<file path="config.mk">
export PLATFORM = sky130hd
export DESIGN_NAME = regfile
export DESIGN_NICKNAME = d
export VERILOG_FILES = /design/src/rtl/regfile.sv
export SDC_FILE = /design/constraint.sdc
export NUM_CORES = 1
export LEC_CHECK = 0
export BUFFER_PORTS_ARGS = -buffer_cell sky130_fd_sc_hd__clkbuf_2
export CORE_ASPECT_RATIO = 1.2
export CORE_MARGIN = 1
export CORE_UTILIZATION = 50
export DETAILED_ROUTE_END_ITERATION = 8
export PLACE_DENSITY = 0.7
export SYNTH_ARGS = -nofsm -noshare
export SYNTH_HDL_FRONTEND = slang
export SYNTH_SLANG_ARGS = --single-unit
</file>
<file path="constraint.sdc">
create_clock -name clk -period 4.65 [get_ports clk]
set_input_delay 0.93 -clock clk [delete_from_list [all_inputs] [get_ports clk]]
set_output_delay 0.93 -clock clk [all_outputs]
set_load 0.005 [all_outputs]
</file>
<file path="src/rtl/regfile.sv">
// regfile: 32xWIDTH MIPS register file, r0 hardwired to zero, two combinational read ports, optional write bypass, sync clear sequencer
module regfile #(
  parameter int WIDTH  = 32,
  parameter bit BYPASS = 1'b1
) (
  input  logic             clk,
  input  logic             rst,
  input  logic [4:0]       rna,
  input  logic [4:0]       rnb,
  output logic [WIDTH-1:0] qa,
  output logic [WIDTH-1:0] qb,
  input  logic [4:0]       wn,
  input  logic [WIDTH-1:0] d,
  input  logic             we,
  output logic             ready
);
  typedef enum logic {CLEAR, RUN} state_t;
  state_t state, state_n;
  logic [4:0] cnt;
  logic [WIDTH-1:0] mem [32];
  logic wr;
  always_comb begin
    state_n = (state == CLEAR && cnt == 5'd31) ? RUN : state;
    ready   = state == RUN;
    wr      = ready && we && wn != 5'd0;
    qa      = (ready && rna != 5'd0) ? ((BYPASS && wr && wn == rna) ? d : mem[rna]) : '0;
    qb      = (ready && rnb != 5'd0) ? ((BYPASS && wr && wn == rnb) ? d : mem[rnb]) : '0;
  end
  always_ff @(posedge clk)
    state <= rst ? CLEAR : state_n;
  always_ff @(posedge clk) begin
    if (rst) cnt <= '0;
    else if (state == CLEAR) begin
      mem[cnt] <= '0;
      cnt <= cnt + 5'd1;
    end else if (wr) mem[wn] <= d;
  end
endmodule

</file>
== Yosys cells after proc, flatten, opt, wreduce, memory -nomap -nowiden ==
Memory sizes are Yosys's and may differ from the RTL's.
Index checks and enable logic that the tools add are counted.
Word-level totals
  ROM bits: 0
  RAM bits: 1024
  latch bits: 0
  memories kept: 1
  flip-flop bits (word level): 6
Cells by class
  div/mod/pow operators: 0
  shift-type cells: 0
  bitwise operators: 1
  mux-type cells: 14
  reduce and logical (&&, ||, !) cells: 11
  equality and inequality tests: 3
  order comparisons: 0
  multiply operators: 0
  $add $sub $neg: 1
Memory list
  mem: words 32, width 32, rd ports 2, clocked after memory_dff 0, wr ports 1, line 20  | logic [WIDTH-1:0] mem [32];
Operator list (count)
  2-to-1 mux 32 bit: 5
  OR reduction 32 bit: 1
  nonzero test 5 bit: 3
  == test 5 bit: 2
  2-to-1 mux 1 bit: 8
  logical AND 1 bit: 7
  adder 5 x 1 -> 5 bit (second input constant): 1
  == test 5 bit (second input constant): 1
  2-to-1 mux 5 bit: 1
  inverter 1 bit: 1

== Logic depth before layout (Yosys ltp) ==
  depth after elaboration: 8
  mapped depth: 10
  depth with buffers taken out: 5

== Worst setup path before layout ==
Ideal clock, no wire load.
  path kind: input to register
  start point: input wn[2]
  end point: memory mem[27][0] (enable)
  data arrival time: 3757 ps
  data required time: 4229 ps
  stages on the path: 8
  path slack: 472 ps
  setup time: 421 ps
  cells stage by stage: buf_2 > or4_4 > o2111a_1 > buf_6 > buf_12 > mux2i_4 > nand2_1 > nor2_1
Between the ends
  word-level cells in the longest chain between the ends: 8
  elaborated cells on any way between the ends: 9
  classes of those cells: mux: 6; reduce/logical: 3
Ends and longest elaborated chain
  start: declaration: line 12  | input logic [4:0] wn,
  nonzero test 5 bit: line 25  | wr = ready && we && wn != 5'd0;
  logical AND 1 bit: line 25
  2-to-1 mux 1 bit: line 36  | end else if (wr) mem[wn] <= d;
  2-to-1 mux 1 bit: line 33  | else if (state == CLEAR) begin
  2-to-1 mux 1 bit: line 32  | if (rst) cnt <= '0;
  2-to-1 mux 1 bit (not written as such): line 36
  OR reduction 32 bit (no source line)
  2-to-1 mux 5 bit (no source line) or 2-to-1 mux 1 bit (tied branches)
  end: declaration: line 20
Parallel ways exist; a longest one is shown, timed or not.

== Final worst setup path ==
  start point: input wn[0]
  end point: output qb[19]
Between the ends
  word-level cells in the longest chain between the ends: 5
  elaborated cells on any way between the ends: 6
  classes of those cells: eq/ne: 1; mux: 2; reduce/logical: 3
Ends and longest elaborated chain
  nonzero test 5 bit: line 25
  logical AND 1 bit: line 25
  logical AND 1 bit (*): line 27  | qb = (ready && rnb != 5'd0) ? ((BYPASS && wr && wn == rnb) ? d : mem[rnb]) : '0;
  2-to-1 mux 32 bit (*) (2 in a row): line 27
  end: declaration: line 11  | output logic [WIDTH-1:0] qb,
Every way passes the cells marked *; elsewhere a longest branch is shown, timed or not.

==> results by group <==
CTS
  – Number of H-tree levels: 3
  – CTS tree: yes
  – Worst skew pair latency: 0.67 ns
  – Hold_buf cts: 0
  – Total CTS buffers: 96
  – CTS max path bufs: 3
  – Clock Sink Count: 1030
  – Post_cts resized: 0
  – Setup Buffers After CTS: 0
  – Clk root buf: clkbuf_16
  – Clock-pin slew on the worst setup and hold paths: 0.06 ns

Synthesis
  – Area contributors post-synth: edfxtp_1 (63%), mux4_2 (18%), mux2i_1 (5.9%)
  – #FFs+latches synth: 1030
  – Post-synth top cells: edfxtp_1 (1024), mux4_2 (385), mux2i_1 (288), a21oi_1 (128), clkbuf_1 (100)
  – Number of distinct library cells after synthesis: 50
  – Yosys top cell area share: 63.2%
  – Syn Nets: 2680
  – Most common cell in the synthesized netlist: edfxtp_1
  – Synth Cell Area: 0.0486 mm2
  – Post-synth top area cell: edfxtp_1
  – Seq/Total Area, Yosys: 63.5%
  – Async S/R FF share, synth: 0%
  – Syn Inst Count: 2628
  – EDFF count, synth: 1024
  – Post-Syn Area per Cell: 18.5 um2
  – Synth warn: 0
  – Most used DFF post-synth: edfxtp_1

STA
  – Period minus WS final: 4.53 ns
  – RSZ-0062 raised after global routing: no
  – Crit share post-route: 97.5%
  – Setup TNS: 0 ns
  – Final Skew: 0.0142 ns
  – Max Slew Vio Count: 0
  – Least-Margin Pin Slew: 1.23 ns
  – Final hold vios: 0
  – Final setup vio count: 0
  – Slew headroom: 17.7%
  – Fmax: 0.221 GHz

Worst setup path
  – Worst Setup End Kind: primary output
  – Worst EP required: 3.72 ns
  – Crit path max-delay cell type: a211oi_4
  – Crit path top cell by count: clkbuf_2
  – Arr. time, crit path: 3.60 ns
  – Worst path cell trace: clkbuf_2, or4_4, o211ai_2, nor4_2, a211oi_4, buf_4, a22o_1, clkbuf_2
  – Setup CP Type: input port to primary output
  – Critical Path Fanout Max: 11
  – Worst setup SP type: input port
  – Max stage delay on crit path: 0.99 ns

Routing
  – Drt total wl: 150000 um
  – Iter 0 DRT Violations: 3518
  – Drt via density: 7.14
  – Remaining DRCs: 0
  – Post-route ant nets: 0
  – TritonRoute pass-1 iters: 5
  – Vias: 29600
  – Routed len/inst: 36.2 um

Pwr
  – P_leak: 17.0 nW
  – Power Dens Cells: 354 mW/mm2
  – Peak supply drop: 249 uV
  – Tot Pwr: 19.6 mW

Floorplan
  – Row count: 124
  – Die H: 344 um
  – Die X-Extent: 287 um
  – Core box area: 0.0959 mm2
  – Initial Utilization: 50.7%
  – Die Footprint: 0.0985 mm2
  – I/O Pins: 115

Layout
  – NumNets Final: 2858
  – Final core utilization: 57.7%
  – Share of cells above drive strength 1: 31.4%
  – Synthesis-to-finish area growth: 13.8%
  – Finished Cell Area: 0.0553 mm2

GRT
  – First-pass GRT wire length: 214000 um
  – Largest net degree at the start of global routing: 77
  – Vias in the first global route: 30600
  – Grt total ovfl: 0
  – Initial antenna violation count: 3
  – Total Routing Usage GR: 30.6%

Place
  – PortBufs: 114
  – Gpl congestion: 0.890
  – Placed Area: 0.0522 mm2
  – Final HPWL from detailed placement: 91300 um

Run
  – MaxCap Viol Count: 0

Hold path
  – Worst Hold Class: input port to flop

Run status
  – Status: complete, no violations
-- placed cells by master, fill, tap and decap left out, drive strengths merged, types with 9 or more instances in the layout --
cell type,n
edfxtp,1024
a2111oi,32
a221oi,64
o21bai,32
inv,9
nor2,47
a22oi,65
buf,201
a21oi,128
a22o,63
clkinv,37
clkbuf,214
mux2i,291
xnor2,9
and2,33
a211oi,33
bufinv,15
o221ai,32
nand2,13
a221o,32
o22ai,31
nor2b,36
mux4,385
-- power by group --
part / switching (mW) / total (mW) / internal [mW]
clock network: 3.42 / 8.02 / 4.60
logic: 0.837 / 1.43 / 0.596
registers: 0.0286 / 10.2 / 10.1
total: 4.29 / 19.6 / 15.3
-- logic make-up (layout without fill, tap and decap cells) --
group	Yosys count	count (layout)	share of synthesized area, %
other	0	3	0
XOR/XNOR	13	13	0.234
multiplexers	677	677	23.9
AO/OA/AOI/OAI	523	523	8.35
buffers and inverters	233	481	2.34
flip-flops	1030	1030	63.5
AND/OR/NAND/NOR	150	150	1.63
adder cells (fa/ha/maj)	2	2	0.0514
-- critical path: cells and delay by family --
kind	cells	cell delay, ns
compound gates	3	1.37
buf+inv	3	0.63
simple gates	2	0.65
-- registers in the layout, summed over array words and instances (netlist names) --
signal	flops
ready	1
mem	1024
cnt	5
-- final timing paths --
path / startpoint / endpoint / slack, ns / depth (start not counted)
worst min register to register: cnt[1] / cnt[1] / 0.60 / 2
worst min-delay path: rst / cnt[2] / 0.57 / 2
worst max-delay path: wn[0] / qb[19] / 0.12 / 8
worst max register to register: ready / mem[16][12] / 1.32 / 5
-- layout make-up --
type / count / area [um2]
Fill cell: 6957 / 40500
Sequential cell: 1030 / 30900
Multi-Input combinational cell: 1365 / 16900
Timing Repair Buffer: 307 / 2780
Clock buffer: 108 / 2450
Tap cell: 1260 / 1580
Clock inverter: 60 / 693
Inverter: 6 / 22.5
Antenna cell: 3 / 7.51
-- stage by stage --
step | instances | setup WS (ns) | hold WS, ns
after detailed placement | 3968 | 0.243 | 0.588
after global placement | 3968 | 0.294 | 0.565
after floorplan | 2628 | 0.472 | 0.537
after global routing | 4139 | 0.109 | 0.581
final | 4139 | 0.115 | 0.569
after CTS | 4136 | 0.243 | 0.543
-- routing by layer --
layer  global-route usage [%]  up-vias  wire length [um]
li1                         -    11700                 -
met2                     50.8     2005             74500
met5                        0        -                 0
met1                     38.1    15400             51500
met4                     16.8        0              8780
met3                     5.56      471             15100
No activity file was read; power rests on OpenSTA's default activity.
